File: src/rtl/suspend_ack_ctrl_pkg.sv
// Purpose: shared state encoding, counter sizing and parameter checks for the suspend acknowledge controller.
// Latency: none (types and constant functions only).
// Backpressure: not applicable.
package suspend_ack_pkg;

    // Controller states; the numeric values are visible in debug dumps, so keep them fixed.
    typedef enum logic [2:0] {
        RUN    = 3'd0,
        DRAIN  = 3'd1,
        SETTLE = 3'd2,
        ACK    = 3'd3,
        RESUME = 3'd4
    } state_t;

    // Counter width for a counter that must be able to hold values up to p-1 with headroom.
    function automatic int cnt_w(input int p);
        return $clog2(p) + 1;
    endfunction

    // Legal parameter set: at least a two-flop synchronizer and non-zero durations.
    function automatic bit params_legal(input int sync_stages,
                                        input int settle_cycles,
                                        input int drain_timeout,
                                        input int resume_cycles);
        return (sync_stages >= 2) && (settle_cycles >= 1) &&
               (drain_timeout >= 1) && (resume_cycles >= 1);
    endfunction

endpackage

File: src/rtl/suspend_ack_ctrl_if.sv
// Purpose: groups the suspend handshake and quiesce signals of the controller.
// Latency: none (wiring only).
// Backpressure: none; SREQ/SACK form a level handshake, HALT is the quiesce request.
// Ports: SREQ, BUSY, CLR_TIMEOUT toward the controller; HALT, SACK, SUSPENDED, TIMEOUT from it.
interface suspend_ack_ctrl_if;
    logic SREQ;
    logic BUSY;
    logic CLR_TIMEOUT;
    logic HALT;
    logic SACK;
    logic SUSPENDED;
    logic TIMEOUT;

    // master: the surroundings (suspend-sync primitive plus user datapath)
    modport master (
        output SREQ, BUSY, CLR_TIMEOUT,
        input  HALT, SACK, SUSPENDED, TIMEOUT
    );

    // slave: the controller itself
    modport slave (
        input  SREQ, BUSY, CLR_TIMEOUT,
        output HALT, SACK, SUSPENDED, TIMEOUT
    );
endinterface

File: src/rtl/suspend_ack_ctrl_sreq_sync.sv
// Purpose: multi-flop synchronizer bringing the asynchronous SREQ into the CLK domain.
// Latency: q equals d delayed by SYNC_STAGES rising edges.
// Backpressure: none.
// Ports: CLK, RST (sync, active-high, clears every stage to 0), d (async in), q (synchronized out).
module suspend_sreq_sync #(
    parameter int SYNC_STAGES = 2
) (
    input  logic CLK,
    input  logic RST,
    input  logic d,
    output logic q
);

    logic [SYNC_STAGES-1:0] sync_ff;

    always_ff @(posedge CLK) begin
        if (RST) begin
            sync_ff <= '0;
        end else begin
            sync_ff <= {sync_ff[SYNC_STAGES-2:0], d};
        end
    end

    assign q = sync_ff[SYNC_STAGES-1];

endmodule

File: src/rtl/suspend_ack_ctrl.sv
// Purpose: user-side suspend controller: halt new work, drain, settle, acknowledge; release after wake.
// Latency: HALT rises SYNC_STAGES edges after SREQ is first sampled high; SACK drops SYNC_STAGES edges after SREQ falls.
// Backpressure: HALT stalls the user datapath; BUSY holds off SACK until drained or the drain timeout fires.
// Ports: CLK, RST (sync, active-high), sif (slave modport: SREQ, BUSY, CLR_TIMEOUT in; HALT, SACK, SUSPENDED, TIMEOUT out).
module suspend_ack_ctrl
    import suspend_ack_pkg::*;
#(
    parameter int SYNC_STAGES   = 2,
    parameter int SETTLE_CYCLES = 16,
    parameter int DRAIN_TIMEOUT = 1024,
    parameter int RESUME_CYCLES = 8
) (
    input  logic               CLK,
    input  logic               RST,
    suspend_ack_ctrl_if.slave  sif
);

    if (!params_legal(SYNC_STAGES, SETTLE_CYCLES, DRAIN_TIMEOUT, RESUME_CYCLES)) begin : g_bad_params
        $error("suspend_ack_ctrl: illegal parameter set");
    end

    localparam int DW = cnt_w(DRAIN_TIMEOUT);
    localparam int SW = cnt_w(SETTLE_CYCLES);
    localparam int RW = cnt_w(RESUME_CYCLES);

    localparam logic [DW-1:0] DRAIN_MAX  = DW'(DRAIN_TIMEOUT - 1);
    localparam logic [SW-1:0] SETTLE_MAX = SW'(SETTLE_CYCLES - 1);
    localparam logic [RW-1:0] RESUME_MAX = RW'(RESUME_CYCLES - 1);

    logic            sreq_s;
    state_t          state, state_nxt;
    logic [DW-1:0]   drain_cnt, drain_nxt, drain_inc;
    logic [SW-1:0]   settle_cnt, settle_nxt, settle_inc;
    logic [RW-1:0]   resume_cnt, resume_nxt, resume_inc;
    logic            to_ep, to_ep_nxt;
    logic            to_set;
    logic            timeout_q, timeout_nxt;
    logic            halt_q, ack_q;

    suspend_sreq_sync #(
        .SYNC_STAGES (SYNC_STAGES)
    ) u_sreq_sync (
        .CLK (CLK),
        .RST (RST),
        .d   (sif.SREQ),
        .q   (sreq_s)
    );

    // Saturating increments; every terminal test is an equality so nothing can wrap past it.
    assign drain_inc  = (drain_cnt  == DRAIN_MAX)  ? drain_cnt  : drain_cnt  + DW'(1);
    assign settle_inc = (settle_cnt == SETTLE_MAX) ? settle_cnt : settle_cnt + SW'(1);
    assign resume_inc = (resume_cnt == RESUME_MAX) ? resume_cnt : resume_cnt + RW'(1);

    always_comb begin
        state_nxt  = state;
        drain_nxt  = drain_cnt;
        settle_nxt = settle_cnt;
        resume_nxt = resume_cnt;
        to_ep_nxt  = to_ep;
        to_set     = 1'b0;

        unique case (state)
            RUN: begin
                if (sreq_s) begin
                    state_nxt  = DRAIN;
                    drain_nxt  = '0;
                    settle_nxt = '0;
                    to_ep_nxt  = 1'b0;
                end
            end

            DRAIN: begin
                // The drain count includes the current cycle, so the forced
                // acknowledge fires on the cycle the count reaches its limit.
                drain_nxt = drain_inc;
                if (!sreq_s) begin
                    state_nxt = RUN;
                end else if (!sif.BUSY) begin
                    state_nxt  = SETTLE;
                    settle_nxt = '0;
                end else if (drain_inc == DRAIN_MAX) begin
                    state_nxt  = SETTLE;
                    settle_nxt = '0;
                    to_ep_nxt  = 1'b1;
                    to_set     = 1'b1;
                end
            end

            SETTLE: begin
                settle_nxt = settle_inc;
                if (!sreq_s) begin
                    state_nxt = RUN;
                end else if (sif.BUSY && !to_ep) begin
                    // New activity restarts the drain; after a timeout BUSY is no longer trusted.
                    state_nxt  = DRAIN;
                    settle_nxt = '0;
                end else if (settle_cnt == SETTLE_MAX) begin
                    state_nxt = ACK;
                end
            end

            ACK: begin
                if (!sreq_s) begin
                    state_nxt  = RESUME;
                    resume_nxt = '0;
                end
            end

            RESUME: begin
                // SREQ is deliberately not looked at here; RUN picks it up on the next edge.
                resume_nxt = resume_inc;
                if (resume_cnt == RESUME_MAX) begin
                    state_nxt = RUN;
                end
            end

            default: begin
                state_nxt = RUN;
            end
        endcase
    end

    // A set in the same cycle as a clear must win so a forced acknowledge is never lost.
    assign timeout_nxt = to_set ? 1'b1 : (sif.CLR_TIMEOUT ? 1'b0 : timeout_q);

    always_ff @(posedge CLK) begin
        if (RST) begin
            state      <= RUN;
            drain_cnt  <= '0;
            settle_cnt <= '0;
            resume_cnt <= '0;
            to_ep      <= 1'b0;
            timeout_q  <= 1'b0;
            halt_q     <= 1'b0;
            ack_q      <= 1'b0;
        end else begin
            state      <= state_nxt;
            drain_cnt  <= drain_nxt;
            settle_cnt <= settle_nxt;
            resume_cnt <= resume_nxt;
            to_ep      <= to_ep_nxt;
            timeout_q  <= timeout_nxt;
            // Outputs are flopped from the next state so they track the state register exactly.
            halt_q     <= (state_nxt != RUN);
            ack_q      <= (state_nxt == ACK);
        end
    end

    assign sif.HALT      = halt_q;
    assign sif.SACK      = ack_q;
    assign sif.SUSPENDED = ack_q;
    assign sif.TIMEOUT   = timeout_q;

endmodule

File: src/flat_wrapper.sv
// flat-port wrapper written by rule: the top's interface ports become plain ports
module suspend_ack_ctrl_flat import suspend_ack_pkg::*;
#(
    parameter int SYNC_STAGES   = 2,
    parameter int SETTLE_CYCLES = 16,
    parameter int DRAIN_TIMEOUT = 1024,
    parameter int RESUME_CYCLES = 8
)
  (CLK, RST, sif_SREQ, sif_BUSY, sif_CLR_TIMEOUT, sif_HALT, sif_SACK, sif_SUSPENDED, sif_TIMEOUT);
  suspend_ack_ctrl_if sif_i ();
  input  logic CLK;
  input  logic RST;
  input wire logic [$bits(sif_i.SREQ)-1:0] sif_SREQ;
  input wire logic [$bits(sif_i.BUSY)-1:0] sif_BUSY;
  input wire logic [$bits(sif_i.CLR_TIMEOUT)-1:0] sif_CLR_TIMEOUT;
  output wire logic [$bits(sif_i.HALT)-1:0] sif_HALT;
  output wire logic [$bits(sif_i.SACK)-1:0] sif_SACK;
  output wire logic [$bits(sif_i.SUSPENDED)-1:0] sif_SUSPENDED;
  output wire logic [$bits(sif_i.TIMEOUT)-1:0] sif_TIMEOUT;
  assign sif_i.SREQ = sif_SREQ;
  assign sif_i.BUSY = sif_BUSY;
  assign sif_i.CLR_TIMEOUT = sif_CLR_TIMEOUT;
  assign sif_HALT = sif_i.HALT;
  assign sif_SACK = sif_i.SACK;
  assign sif_SUSPENDED = sif_i.SUSPENDED;
  assign sif_TIMEOUT = sif_i.TIMEOUT;
  suspend_ack_ctrl #(.SYNC_STAGES(SYNC_STAGES), .SETTLE_CYCLES(SETTLE_CYCLES), .DRAIN_TIMEOUT(DRAIN_TIMEOUT), .RESUME_CYCLES(RESUME_CYCLES)) u_core (.CLK(CLK), .RST(RST), .sif(sif_i));
endmodule
File: config.mk
export PLATFORM = sky130hd
export DESIGN_NAME = suspend_ack_ctrl_flat
export DESIGN_NICKNAME = d
export VERILOG_FILES = /design/src/rtl/suspend_ack_ctrl_pkg.sv /design/src/rtl/suspend_ack_ctrl_if.sv /design/src/rtl/suspend_ack_ctrl_sreq_sync.sv /design/src/rtl/suspend_ack_ctrl.sv /design/src/flat_wrapper.sv
export SDC_FILE = /design/constraint.sdc
export NUM_CORES = 1
export LEC_CHECK = 0
export CAP_MARGIN = 5
export CORE_MARGIN = 5
export CORE_UTILIZATION = 55
export CTS_BUF_LIST = sky130_fd_sc_hd__clkbuf_8
export DETAILED_ROUTE_END_ITERATION = 12
export GPL_TIMING_DRIVEN = 0
export HOLD_SLACK_MARGIN = 0.06
export MAX_ROUTING_LAYER = met4
export PLACE_DENSITY = 0.77
export SYNTH_ARGS = -nofsm -noshare
export SYNTH_HDL_FRONTEND = slang
export SYNTH_SLANG_ARGS = --single-unit
File: constraint.sdc
create_clock -name CLK -period 2.3 [get_ports CLK]
set_input_delay 0.46 -clock CLK [delete_from_list [all_inputs] [get_ports CLK]]
set_output_delay 0.46 -clock CLK [all_outputs]
set_load 0.02 [all_outputs]
==> reports/results.env <==
PLACED_CELL_AREA_UM2=1660
WORST_HOLD_PATH_TYPE='reg2reg'
REPORT.FINAL.HOLD_VIOL_COUNT=0
AREA.GROWTH.SYNTH_TO_FINAL_PCT=14.6
DIE_W_UM=62.9
CLOCK_SKEW_AFTER_LAYOUT_NS=0.00270
FINALNONFILLERCELLS=237
CP.REQUIRED_NS=2.45
CTS_ROOT_BUFFER='sky130_fd_sc_hd__clkbuf_8'
CELLLEAKAGEPOWER_nW=0.612
P_CLK_SHARE_PCT=41.7
WL_MET1_UM=1500
POST-CTS-SETUP-BUFFER-COUNT=0
SYNTHESIS.INSTANCES=190
SLEW_VIOL_FINAL=0
DOMINANTREGCELLSYNTH='sky130_fd_sc_hd__dfxtp_1'
SYN-NUM-NETS=198
SEQ_AREA_UM2=586
POST-LAYOUT-TOTAL-POWER_mW=0.953
TIMING.CRITICAL_PATH.FROM_TYPE='flop'
RSZ0062_AT_GRT='false'
PLACE.GP.CONGESTION=0.884
CTSLONGESTPATHBUFFERS=2
POWER_SWITCHING_SHARE_PCT=23.5
TIMING_WORST_SLEW_PIN_VALUE_NS=0.562
TIMING.SETUP.CRITICAL_PATH_CLASS='reg2reg'
MAX_CLOCK_FREQ_GHz=0.462
CTS_SINKS=29
SYNTH_AREA_LEADER_CELL='sky130_fd_sc_hd__dfxtp_1'
ASYNC_FLOP_SHARE_PCT=0
HOLD-WORST-SLACK_NS=0.437
GRT.OVERFLOW.TOTAL=0
CRIT_FANOUT=7
GRT_PASS1_WL_UM=5840
FP.DIEAREA_UM2=3950
MAXCAPVIOLATIONS=0
HTREEDEPTH=2
DR.MAX_LAYER_USED='met4'
INTPOWER_mW=0.729
CTS_MADE_BUFFERS=5
NUM_ANTENNA_CELLS=0
NNETSFINAL=213
UTILIZATION_PCT=65.0
YOSYS-TOP-CELLS-AREA='sky130_fd_sc_hd__dfxtp_1, sky130_fd_sc_hd__nor2_1, sky130_fd_sc_hd__a21oi_1'
STATUS='complete, no violations'
YOSYS.CELL_TYPES.COUNT=46
SETUP_VIOL=0
YOSYS_REGISTER_BITS=29
POWER_FRAC_COMB_PCT=4.9
REMAINING_DRC_ERRORS=0
MAX-SLEW-MARGIN-REL_PCT=62.2
GRT_UTIL_ALL_LAYERS_PCT=18.6
GRT_MAX_DEGREE=11
WORST-ENDPOINT-ARRIVAL_NS=2.31
DETAILED_ROUTE_VIAS_PER_INSTANCE=6.09
DRT-WIRELENGTH-PER-CELL_UM=14.0
DRTANTENNAVIOLNETS=0
PRE_CTS_WS_NS=-0.271
FIRST_PASS_ITERS=4
MIN_PERIOD_NS=2.16
GRT_ANTENNA_BEFORE_REPAIR=0
AREA_OCCUPIED_BY_MULTI_INPUT_GATES_UM2=900
PLACE.DETAILED.HPWL_UM=2370
LAYOUT-DRIVE-GT1-SHARE_PCT=11.2
VIA_COUNT_OF_THE_FIRST_GLOBAL_ROUTING_PASS=1352
MET2_LENGTH_UM=1580
DRT_ITER0_DRC=85
SYNTH.YOSYS.SEQ_AREA_SHARE_PCT=37.8
FP-ROW-COUNT=19
DETAILED_ROUTE_WIRELENGTH_ON_METAL3_UM=186
TIMING.SETUP.TNS_NS=0
DRT-TOTAL-WL_UM=3320
IO_BUFFERS=8
CLKSLEWWORSTSETUPHOLDPATHS_NS=0.06
CTS_HOLD_BUFFERS=0
P_PER_AREA_nW_PER_UM2=542
FIN_WS_NS=0.136
SYNTH_TOP_AREA_SHARE_PCT=37.8
CORE-AREA_UM2=2710
SYNTH_ENABLE_FLOP_CELLS=0
TRITONCTS='done'
NUM_VIAS=1443
LAYOUT_WORST_PATH_CYCLE_SHARE_PCT=94.1
LAYOUT.CELL_AREA.NON_FILLER_UM2=1760
IO_PINS=9
IR_DROP_mV=0.614
PLACED_CELLS_INCL_TAPS=229
MAPPEDNETLISTAREA_UM2=1540
SEQ_POWER_SHARE_PCT=53.4
SYNTH-WARNING-COUNT=0
FILLCELLCOUNT=237
INITIAL_CORE_UTIL_PCT=56.7
CLOCK_INSERTION_DELAY_WORST_SKEW_NS=0.28
P_SWITCHING_mW=0.224
FLOORPLAN.DIE.HEIGHT_UM=62.9
WORSTSETUPENDPOINTTYPE='flop'
SYNTH_AREA_PER_CELL_UM2=8.09
-- worst max-delay path, cell delays in order (launching register included) --
cell                       delay (ns)
sky130_fd_sc_hd__dfxtp_4         0.37
sky130_fd_sc_hd__ha_4            0.19
sky130_fd_sc_hd__and3_1          0.22
sky130_fd_sc_hd__and2_4          0.17
sky130_fd_sc_hd__o211a_1         0.22
sky130_fd_sc_hd__or4_4           0.46
sky130_fd_sc_hd__a31oi_4         0.27
sky130_fd_sc_hd__a311oi_1        0.13
-- layer usage --
layer | up-vias | global-route usage (%)
met5 | - | -
met4 | 0 | 7.96
met3 | 6 | 3.96
met2 | 39 | 29.4
met1 | 674 | 22.7
li1 | 724 | -
-- final timing paths --
| path | start | endpoint | slack (ns) | depth (start not counted) |
|---|---|---|---|---|
| worst min register to register | u_core.u_sreq_sync.sync_ff[0] | u_core.u_sreq_sync.sync_ff[1] | 0.44 | 1 |
| worst min-delay path | u_core.u_sreq_sync.sync_ff[0] | u_core.u_sreq_sync.sync_ff[1] | 0.44 | 1 |
| worst max-delay path | u_core.drain_cnt[0] | u_core.settle_cnt[0] | 0.14 | 7 |
| worst max register to register | u_core.drain_cnt[0] | u_core.settle_cnt[0] | 0.14 | 7 |
-- layout by cell type (no fill, tap or decap), types with 2 or more instances in the layout --
cell type                         synthesis  routed
sky130_fd_sc_hd__a211oi_1                 6       5
sky130_fd_sc_hd__a21o_1                   2       2
sky130_fd_sc_hd__a21oi_1                 14      14
sky130_fd_sc_hd__a31oi_1                  4       4
sky130_fd_sc_hd__and3_1                   4       4
sky130_fd_sc_hd__and3b_1                  2       2
sky130_fd_sc_hd__buf_2                    2       2
sky130_fd_sc_hd__buf_6                    2       2
sky130_fd_sc_hd__clkbuf_1                 5       5
sky130_fd_sc_hd__clkbuf_8                 0       5
sky130_fd_sc_hd__clkdlybuf4s50_1          0       8
sky130_fd_sc_hd__clkinv_2                 0       2
sky130_fd_sc_hd__dfxtp_1                 29      27
sky130_fd_sc_hd__ha_1                     3       2
sky130_fd_sc_hd__inv_1                    4       5
sky130_fd_sc_hd__nand2_1                 17      17
sky130_fd_sc_hd__nand2b_1                 6       6
sky130_fd_sc_hd__nand3_1                  7       7
sky130_fd_sc_hd__nand4_1                  6       6
sky130_fd_sc_hd__nor2_1                  25      25
sky130_fd_sc_hd__nor2b_1                  5       5
sky130_fd_sc_hd__nor3_1                   7       7
sky130_fd_sc_hd__o21ai_0                 10      10
sky130_fd_sc_hd__o311ai_0                 2       2
sky130_fd_sc_hd__or2_2                    2       2
sky130_fd_sc_hd__xor2_1                   3       3
-- registers in the layout, summed over array words and instances (netlist names) --
| register | cells |
|---|---|
| u_core.drain_cnt | 11 |
| u_core.resume_cnt | 4 |
| u_core.settle_cnt | 5 |
| u_core.sif.HALT | 1 |
| u_core.sif.SACK | 1 |
| u_core.sif.TIMEOUT | 1 |
| u_core.state | 3 |
| u_core.to_ep | 1 |
| u_core.u_sreq_sync.sync_ff | 2 |
-- power groups by stage --
| stage | sequential (mW) | combinational, mW | clock [mW] |
|---|---|---|---|
| 2_1_floorplan | 0.520 | 0.0268 | 0 |
| 3_3_place_gp | 0.520 | 0.0446 | 0 |
| 3_5_place_dp | 0.520 | 0.0458 | 0 |
| 4_1_cts | 0.509 | 0.0465 | 0.402 |
| 5_1_grt | 0.509 | 0.0507 | 0.435 |
| 6_report | 0.509 | 0.0465 | 0.398 |
-- timing repair --
| action | in CTS | in global routing |
|---|---|---|
| resized for setup | 3 | 3 |
| pin swaps | 1 | 2 |
| hold endpoints to repair | 0 | 0 |
| setup endpoints to repair | 5 | 4 |
-- synth_stat cells (3+ instances only) --
cell,n
sky130_fd_sc_hd__nor3_1,7
sky130_fd_sc_hd__o21ai_0,10
sky130_fd_sc_hd__a21oi_1,14
sky130_fd_sc_hd__dfxtp_1,29
sky130_fd_sc_hd__a31oi_1,4
sky130_fd_sc_hd__clkbuf_1,5
sky130_fd_sc_hd__and3_1,4
sky130_fd_sc_hd__nor2b_1,5
sky130_fd_sc_hd__nor2_1,25
sky130_fd_sc_hd__nand3_1,7
sky130_fd_sc_hd__nand4_1,6
sky130_fd_sc_hd__a211oi_1,6
sky130_fd_sc_hd__inv_1,4
sky130_fd_sc_hd__nand2b_1,6
sky130_fd_sc_hd__nand2_1,17
sky130_fd_sc_hd__ha_1,3
sky130_fd_sc_hd__xor2_1,3
-- layout make-up --
cell class / count / share of cell area [%]
multi-input cells: 147 / 51.1
inverters: 4 / 0.853
clock inverters: 3 / 0.782
well taps: 31 / 2.20
plain buffers: 10 / 3.34
repair buffers: 8 / 4.55
clock buffers: 5 / 3.91
flip-flops and latches: 29 / 33.3
-- kinds of logic (layout without fill, tap and decap cells) --
group	count (synthesis)	after routing	share of synthesized area [%]
adders and majority gates	3	3	2.44
DFF	29	29	37.8
AOI/OAI and AO/OA	50	50	22.0
and+or+nand+nor	89	89	30.0
buffers and inverters	14	30	4.80
muxes	1	1	0.651
xor gates and xnor gates	4	4	2.28
(Power assumes the default switching activity.)
